**config.mk**
```make
export PLATFORM = sky130hd
export DESIGN_NAME = memory_access_flat
export DESIGN_NICKNAME = d
export VERILOG_FILES = /design/src/rtl/memory_access_pkg.sv /design/src/rtl/memory_access_if.sv /design/src/rtl/memory_access_load_store_align.sv /design/src/rtl/memory_access.sv /design/src/flat_wrapper.sv
export SDC_FILE = /design/constraint.sdc
export NUM_CORES = 1
export LEC_CHECK = 0
export CAP_MARGIN = 20
export CORE_AREA = 3 3 187 189
export DETAILED_ROUTE_END_ITERATION = 16
export DIE_AREA = 0 0 190 192
export GPL_ROUTABILITY_DRIVEN = 0
export PLACE_DENSITY_LB_ADDON = 0.3
export SLEW_MARGIN = 5
export SYNTH_ARGS = -nofsm -noshare
export SYNTH_HDL_FRONTEND = slang
export SYNTH_SLANG_ARGS = --single-unit
```
**constraint.sdc**
```tcl
create_clock -name clk -period 2.2 [get_ports clk]
set_clock_uncertainty 0.05 [all_clocks]
set_input_delay 0.44 -clock clk [delete_from_list [all_inputs] [get_ports clk]]
set_output_delay 0.44 -clock clk [all_outputs]
set_load 0.1 [all_outputs]
```
**src/rtl/memory_access_pkg.sv**
```systemverilog
// memory_access_pkg: shared encodings for the memory stage (sizes, causes, wb_ctrl layout, FSM states).
package memory_access_pkg;
  localparam logic [1:0] SIZE_BYTE = 2'd0;
  localparam logic [1:0] SIZE_HALF = 2'd1;
  localparam logic [1:0] SIZE_WORD = 2'd2;
  localparam logic [3:0] ECAUSE_LOAD_MISALIGNED = 4'd4;
  localparam logic [3:0] ECAUSE_STORE_MISALIGNED = 4'd6;
  typedef struct packed {
    logic [1:0]  write_select;
    logic [4:0]  rd_address;
    logic [11:0] csr_address;
    logic        csr_write;
    logic        mret;
    logic        wfi;
  } wb_ctrl_t;
  typedef enum logic [1:0] {
    ST_IDLE   = 2'd0,
    ST_ACCESS = 2'd1,
    ST_DONE   = 2'd2
  } state_e;
  // size 3 falls through to the word rule
  function automatic logic is_misaligned(input logic [1:0] size, input logic [1:0] lo);
    return (size == SIZE_BYTE) ? 1'b0 : (size == SIZE_HALF) ? lo[0] : (lo != 2'b00);
  endfunction
endpackage

```
**src/rtl/memory_access_if.sv**
```systemverilog
// memory_access_if: single-outstanding req/ack data bus between the memory stage and memory.
interface memory_access_if;
  logic        mem_req;
  logic        mem_we;
  logic [31:0] mem_addr;
  logic [31:0] mem_wdata;
  logic [3:0]  mem_wstrb;
  logic        mem_ack;
  logic [31:0] mem_rdata;
  modport master(output mem_req, mem_we, mem_addr, mem_wdata, mem_wstrb, input mem_ack, mem_rdata);
  modport slave(input mem_req, mem_we, mem_addr, mem_wdata, mem_wstrb, output mem_ack, mem_rdata);
endinterface

```
**src/rtl/memory_access_load_store_align.sv**
```systemverilog
// memory_access_load_store_align: store strobes/lane replication and load lane extraction/extension.
module memory_access_load_store_align
  import memory_access_pkg::*;
(
  input  logic [1:0]  size_i,
  input  logic        signed_i,
  input  logic [1:0]  addr_lo_i,
  input  logic [31:0] store_data_i,
  input  logic [31:0] rdata_i,
  output logic [3:0]  wstrb_o,
  output logic [31:0] wdata_o,
  output logic [31:0] load_data_o
);
  logic [7:0]  lane_byte;
  logic [15:0] lane_half;
  always_comb begin
    lane_byte   = 8'(rdata_i >> {addr_lo_i, 3'b000});
    lane_half   = addr_lo_i[1] ? rdata_i[31:16] : rdata_i[15:0];
    wstrb_o     = (size_i == SIZE_BYTE) ? 4'b0001 << addr_lo_i :
                  (size_i == SIZE_HALF) ? 4'b0011 << addr_lo_i : 4'b1111;
    wdata_o     = (size_i == SIZE_BYTE) ? {4{store_data_i[7:0]}} :
                  (size_i == SIZE_HALF) ? {2{store_data_i[15:0]}} : store_data_i;
    load_data_o = (size_i == SIZE_BYTE) ? {{24{signed_i & lane_byte[7]}}, lane_byte} :
                  (size_i == SIZE_HALF) ? {{16{signed_i & lane_half[15]}}, lane_half} : rdata_i;
  end
endmodule

```
**src/rtl/memory_access.sv**
```systemverilog
// memory_access: RV32 memory stage; runs one bus access per load/store and registers results for writeback.
module memory_access
  import memory_access_pkg::*;
(
  input  logic        clk,
  input  logic        reset_n,
  input  logic [31:0] pc_in,
  input  logic [31:0] next_pc_in,
  input  logic [31:0] alu_data_in,
  input  logic [31:0] rs2_data_in,
  input  logic [31:0] csr_data_in,
  input  logic        load_in,
  input  logic        store_in,
  input  logic [1:0]  load_store_size_in,
  input  logic        load_signed_in,
  input  logic [21:0] wb_ctrl_in,
  input  logic        valid_in,
  input  logic        exception_in,
  input  logic [3:0]  ecause_in,
  input  logic        stall,
  input  logic        invalidate,
  output logic        busy,
  memory_access_if.master bus,
  output logic [31:0] pc_out,
  output logic [31:0] next_pc_out,
  output logic [31:0] alu_data_out,
  output logic [31:0] csr_data_out,
  output logic [31:0] load_data_out,
  output logic [21:0] wb_ctrl_out,
  output logic        valid_out,
  output logic        exception_out,
  output logic [3:0]  ecause_out
);
  state_e      state_q, state_d;
  logic        kill_q, kill_d;
  logic        is_access, misaligned, needs_access, start, ack, capture;
  logic [3:0]  lsa_wstrb;
  logic [31:0] lsa_wdata, lsa_load;
  logic        mem_req_q, mem_we_q;
  logic [31:0] mem_addr_q, mem_wdata_q, load_q;
  logic [3:0]  mem_wstrb_q;
  logic [31:0] pc_q, next_pc_q, alu_q, csr_q, load_out_q;
  wb_ctrl_t    wb_ctrl_q;
  logic        valid_q, exception_q;
  logic [3:0]  ecause_q;

  assign is_access    = load_in | store_in;
  assign misaligned   = is_access & is_misaligned(load_store_size_in, alu_data_in[1:0]);
  assign needs_access = valid_in & ~invalidate & ~exception_in & is_access & ~misaligned;

  memory_access_load_store_align u_align (
    .size_i      (load_store_size_in),
    .signed_i    (load_signed_in),
    .addr_lo_i   (alu_data_in[1:0]),
    .store_data_i(rs2_data_in),
    .rdata_i     (bus.mem_rdata),
    .wstrb_o     (lsa_wstrb),
    .wdata_o     (lsa_wdata),
    .load_data_o (lsa_load)
  );

  always_ff @(posedge clk or negedge reset_n)
    if (!reset_n) begin
      state_q <= ST_IDLE;
      kill_q  <= 1'b0;
    end else begin
      state_q <= state_d;
      kill_q  <= kill_d;
    end

  // a killed access still waits for its ack, then drops back to IDLE without capturing
  always_comb begin
    kill_d  = kill_q | ((state_q == ST_ACCESS) & invalidate);
    state_d = state_q;
    if (state_q == ST_IDLE && needs_access) state_d = ST_ACCESS;
    else if (state_q == ST_ACCESS && bus.mem_ack) begin
      state_d = kill_d ? ST_IDLE : ST_DONE;
      kill_d  = 1'b0;
    end else if (state_q == ST_DONE && !stall) state_d = ST_IDLE;
  end

  always_comb begin
    start   = (state_q == ST_IDLE) & needs_access;
    ack     = (state_q == ST_ACCESS) & bus.mem_ack;
    busy    = start | (state_q == ST_ACCESS);
    capture = ~stall & valid_in & ~invalidate & ~busy & (~needs_access | (state_q == ST_DONE));
  end

  always_ff @(posedge clk or negedge reset_n)
    if (!reset_n) begin
      mem_req_q   <= 1'b0;
      mem_we_q    <= 1'b0;
      mem_addr_q  <= '0;
      mem_wdata_q <= '0;
      mem_wstrb_q <= '0;
      load_q      <= '0;
    end else if (start) begin
      mem_req_q   <= 1'b1;
      mem_we_q    <= store_in;
      mem_addr_q  <= {alu_data_in[31:2], 2'b00};
      mem_wdata_q <= lsa_wdata;
      mem_wstrb_q <= store_in ? lsa_wstrb : 4'b0000;
    end else if (ack) begin
      mem_req_q <= 1'b0;
      load_q    <= lsa_load;
    end

  always_ff @(posedge clk or negedge reset_n)
    if (!reset_n) begin
      pc_q        <= '0;
      next_pc_q   <= '0;
      alu_q       <= '0;
      csr_q       <= '0;
      load_out_q  <= '0;
      wb_ctrl_q   <= '0;
      valid_q     <= 1'b0;
      exception_q <= 1'b0;
      ecause_q    <= '0;
    end else if (!stall) begin
      valid_q <= capture;
      if (capture) begin
        pc_q        <= pc_in;
        next_pc_q   <= next_pc_in;
        alu_q       <= alu_data_in;
        csr_q       <= csr_data_in;
        load_out_q  <= (needs_access & load_in) ? load_q : 32'd0;
        wb_ctrl_q   <= wb_ctrl_t'(wb_ctrl_in);
        exception_q <= exception_in | misaligned;
        ecause_q    <= exception_in ? ecause_in :
                       misaligned ? (load_in ? ECAUSE_LOAD_MISALIGNED : ECAUSE_STORE_MISALIGNED) : 4'd0;
      end
    end

  assign bus.mem_req   = mem_req_q;
  assign bus.mem_we    = mem_we_q;
  assign bus.mem_addr  = mem_addr_q;
  assign bus.mem_wdata = mem_wdata_q;
  assign bus.mem_wstrb = mem_wstrb_q;
  assign pc_out        = pc_q;
  assign next_pc_out   = next_pc_q;
  assign alu_data_out  = alu_q;
  assign csr_data_out  = csr_q;
  assign load_data_out = load_out_q;
  assign wb_ctrl_out   = wb_ctrl_q;
  assign valid_out     = valid_q;
  assign exception_out = exception_q;
  assign ecause_out    = ecause_q;
endmodule

```
**src/flat_wrapper.sv**
```systemverilog
// flat-port wrapper written by rule: the top's interface ports become plain ports
module memory_access_flat import memory_access_pkg::*;
  (clk, reset_n, pc_in, next_pc_in, alu_data_in, rs2_data_in, csr_data_in, load_in, store_in, load_store_size_in, load_signed_in, wb_ctrl_in, valid_in, exception_in, ecause_in, stall, invalidate, busy, pc_out, next_pc_out, alu_data_out, csr_data_out, load_data_out, wb_ctrl_out, valid_out, exception_out, ecause_out, bus_mem_req, bus_mem_we, bus_mem_addr, bus_mem_wdata, bus_mem_wstrb, bus_mem_ack, bus_mem_rdata);
  memory_access_if bus_i ();
  input  logic clk;
  input  logic reset_n;
  input  logic [31:0] pc_in;
  input  logic [31:0] next_pc_in;
  input  logic [31:0] alu_data_in;
  input  logic [31:0] rs2_data_in;
  input  logic [31:0] csr_data_in;
  input  logic load_in;
  input  logic store_in;
  input  logic [1:0] load_store_size_in;
  input  logic load_signed_in;
  input  logic [21:0] wb_ctrl_in;
  input  logic valid_in;
  input  logic exception_in;
  input  logic [3:0] ecause_in;
  input  logic stall;
  input  logic invalidate;
  output logic busy;
  output logic [31:0] pc_out;
  output logic [31:0] next_pc_out;
  output logic [31:0] alu_data_out;
  output logic [31:0] csr_data_out;
  output logic [31:0] load_data_out;
  output logic [21:0] wb_ctrl_out;
  output logic valid_out;
  output logic exception_out;
  output logic [3:0] ecause_out;
  output wire logic [$bits(bus_i.mem_req)-1:0] bus_mem_req;
  output wire logic [$bits(bus_i.mem_we)-1:0] bus_mem_we;
  output wire logic [$bits(bus_i.mem_addr)-1:0] bus_mem_addr;
  output wire logic [$bits(bus_i.mem_wdata)-1:0] bus_mem_wdata;
  output wire logic [$bits(bus_i.mem_wstrb)-1:0] bus_mem_wstrb;
  input wire logic [$bits(bus_i.mem_ack)-1:0] bus_mem_ack;
  input wire logic [$bits(bus_i.mem_rdata)-1:0] bus_mem_rdata;
  assign bus_mem_req = bus_i.mem_req;
  assign bus_mem_we = bus_i.mem_we;
  assign bus_mem_addr = bus_i.mem_addr;
  assign bus_mem_wdata = bus_i.mem_wdata;
  assign bus_mem_wstrb = bus_i.mem_wstrb;
  assign bus_i.mem_ack = bus_mem_ack;
  assign bus_i.mem_rdata = bus_mem_rdata;
  memory_access u_core (.clk(clk), .reset_n(reset_n), .pc_in(pc_in), .next_pc_in(next_pc_in), .alu_data_in(alu_data_in), .rs2_data_in(rs2_data_in), .csr_data_in(csr_data_in), .load_in(load_in), .store_in(store_in), .load_store_size_in(load_store_size_in), .load_signed_in(load_signed_in), .wb_ctrl_in(wb_ctrl_in), .valid_in(valid_in), .exception_in(exception_in), .ecause_in(ecause_in), .stall(stall), .invalidate(invalidate), .busy(busy), .bus(bus_i), .pc_out(pc_out), .next_pc_out(next_pc_out), .alu_data_out(alu_data_out), .csr_data_out(csr_data_out), .load_data_out(load_data_out), .wb_ctrl_out(wb_ctrl_out), .valid_out(valid_out), .exception_out(exception_out), .ecause_out(ecause_out));
endmodule
```
==> flow_metrics.py <==
metrics = {
    "sta": {
        "hold_violations": 0,
        "rsz0062_at_grt": "yes",
        "fin_crit_sh_pct": 98.4,
        "fmax_mhz": 462,
        "final-max-slew-violation-count": 0,
        "post-route-min-period_ps": 2160,
        "tightestPinTransition_ps": 509,
        "holdWs_ps": 286,
        "slew_headroom_pct": 66.1,
        "fin_tns_setup_ps": 0,
        "setup_viol": 0,
    },
    "setup_path": {
        "path_class": "primary input to primary output",
        "cp.required_ps": 1710,
        "endpoint_kind": "primary output",
        "critPathMaxStageDelay_ps": 470,
        "cp.arrival_ps": 1670,
        "cp_num_buf_inv": 3,
        "critPathMaxFanout": 5,
        "crit_path_cell_trace": "clkdlybuf4s50_1, nor3b_2, buf_4, a41oi_4, nor2_4, buf_12",
        "start_kind": "primary input",
        "worst_path_max_delay_cell": "clkdlybuf4s50_1",
        "cpLargestDelayFamily": "buffers and inverters",
    },
    "min_path": {
        "hold_path.class": "primary input to flop",
    },
    "pwr": {
        "cellInternalPower_mw": 13.2,
        "p_seq_share_pct": 28.7,
        "ir_worst_vdd_v": 0.00110,
        "combPwrFrac_pct": 48.1,
        "p_per_area_mw_per_mm2": 1370,
        "leakage_nw": 8.89,
        "power.net_switching_mw": 12.5,
        "clkPwrFrac_pct": 23.2,
        "p_sw_share_pct": 48.7,
    },
    "cts": {
        "path_clk_slew_ps": 60,
        "cts_tree": "yes",
        "cts_made_buffers": 34,
        "clock_path_buffers": 3,
        "root_buffer": "clkbuf_16",
        "cts.sinks": 291,
        "clkLatencyLatePin_ps": 490,
        "htreeDepth": 2,
    },
    "detailed_routing": {
        "firstDrtPassIters": 4,
        "ant_nets": 0,
        "drt-vias-per-instance": 4.72,
        "vias": 9018,
        "drt_iter0_markers": 244,
        "met1_length_um": 14000,
        "top_layer_used": "met4",
        "wl_met3_um": 2810,
        "drt-total-wl_um": 36900,
        "wl_per_cell_um": 19.3,
        "dr_wl_met2_um": 19000,
        "drc_errors": 0,
    },
    "die": {
        "io_pins": 489,
        "start_util_pct": 36.9,
        "die_w_um": 190,
        "fp-row-count": 67,
        "core_mm2": 0.0334,
        "dieArea_mm2": 0.0365,
        "die_y_um": 192,
    },
    "global_route": {
        "first_global_vias": 9725,
        "grt_pass1_wl_um": 55500,
        "antenna_found_initial": 2,
        "track_usage_pct": 19.4,
        "grt_max_degree": 59,
        "overflow": 0,
    },
    "outcome": {
        "status": "completed",
    },
    "synthesis": {
        "synth_ff_type": "dfrtp_1",
        "synth.avg_cell_area_um2": 13.8,
        "synthTopCellsByArea": "dfrtp_1 (59%), mux2_2 (13%), mux2_1 (8.0%)",
        "synth-edff-count": 0,
        "synth_top_area_cell": "dfrtp_1",
        "ys_async_sr_fraction_pct": 100,
        "synth_cells": 894,
        "yosysSeqAreaShare_pct": 59.1,
        "synth_area_mm2": 0.0123,
        "synth-seq-cells": 291,
        "synth_warnings": 0,
        "synth_cell_types": 42,
        "yosysTopAreaCellShare_pct": 59.1,
    },
    "placed_design": {
        "dpl.hpwl_um": 28400,
        "io_buffers": 486,
        "dpl_cell_area_mm2": 0.0175,
    },
    "final_layout": {
        "final_layout_size_suffix_gt1_share_pct": 37.7,
        "mostFrequentLayoutCell": "buf_4",
        "final_cell_mix": "buf_4 (305), dfrtp_1 (291), clkdlybuf4s50_1 (223)",
        "nets": 1669,
        "finish.instance_area_mm2": 0.0188,
        "syn_to_final_growth_pct": 52.7,
    },
    "job": {
        "max_cap_viol_count": 0,
    },
}
## sequential cells by signal, summed over array words and instances, names as in the netlist
name / cells
u_core.csr_data_out: 32
u_core.bus.mem_wdata: 32
u_core.pc_out: 32
u_core.exception_out: 1
u_core.next_pc_out: 32
u_core.bus.mem_we: 1
u_core.ecause_out: 4
u_core.load_q: 32
u_core.valid_out: 1
u_core.wb_ctrl_out: 22
u_core.state_q: 2
u_core.bus.mem_req: 1
u_core.alu_data_out: 32
u_core.kill_q: 1
u_core.bus.mem_addr: 30
u_core.bus.mem_wstrb: 4
u_core.load_data_out: 32
## metal layers
layer  vias up  GRT usage, %
li1       4180             -
met1      4458          22.6
met4         0          6.37
met5         -             0
met2       318          34.3
met3        62          5.69
## synth_stat cells (2+ instances only)
cell type	count
a31oi_1	2
a21o_1	10
buf_4	12
nand3_1	32
mux2_1	88
ha_1	4
a41oi_1	2
o21ai_0	19
nand2_1	86
clkbuf_1	19
inv_1	42
mux2i_1	63
dfrtp_1	291
buf_8	7
mux4_2	8
buf_6	6
a21oi_1	2
a211oi_1	8
buf_2	10
nor2_1	13
o21a_1	8
nand3b_1	3
mux2_2	140
## path summary, 6_finish.rpt
check,startpoint,end,slack (ps),cells after the start
worst min-delay path,alu_data_in[0],u_core.alu_data_out[0],290,3
min in group asynchronous,reset_n,u_core.bus.mem_wdata[20],420,2
worst max register to register,u_core.state_q[1],u_core.next_pc_out[29],250,6
worst min register to register,u_core.load_q[4],u_core.load_q[4],430,1
max in group asynchronous,reset_n,u_core.next_pc_out[18],850,3
worst max-delay path,valid_in,busy,40,6
## cell type report
class                           count  area [µm²]
Inverter                           42         158
Multi-Input combinational cell    506        4530
Tap cell                          448         561
Clock buffer                       49        1040
Antenna cell                        2        5.00
Timing Repair Buffer              560        5080
Fill cell                        2824       14600
Clock inverter                     12         168
Sequential cell                   291        7280
## repair_timing
action	CTS	global route
resized for setup	6	6
setup buffers	1	2
cloned	0	1
endpoints found under the hold margin	48	0
pin swaps	2	1
hold buffers	1	0
endpoints found under the setup margin	41	17
## kinds of logic after synthesis
| family | synth area share (%) |
|---|---|
| buf+inv | 4.59 |
| flops | 59.1 |
| other cells | 0.0304 |
| compound gates | 3.22 |
| mux | 27.4 |
| simple gates | 5.30 |
| fa+ha+maj | 0.406 |
## stage by stage
stage               power (mW)  std cells  worst slack, ps  utilization, %
global route              26.6       1910            -27.2            56.3
CTS                       26.0       1905             10.4            56.1
detailed placement        19.9       1842             -553            52.4
floorplan                 16.7        895             6.84               -
finish                    25.7       1910             36.2            56.3
global placement          19.8       1842             -538            52.4
## tightest hold or removal path, delay by kind of cell
kind | cells | cell delay (ps)
buffers and inverters | 2 | 240
muxes | 1 | 110
## power groups by stage
| stage | Sequential (mW) | Clock, mW | Combinational (mW) |
|---|---|---|---|
| final | 7.38 | 5.97 | 12.4 |
| after global routing | 7.56 | 6.35 | 12.7 |
| after CTS | 7.39 | 6.13 | 12.5 |
| after detailed placement | 7.46 | 0 | 12.4 |
| after global placement | 7.42 | 0 | 12.4 |
| after floorplan | 15.3 | 0 | 1.41 |
(Power assumes the default switching activity.)
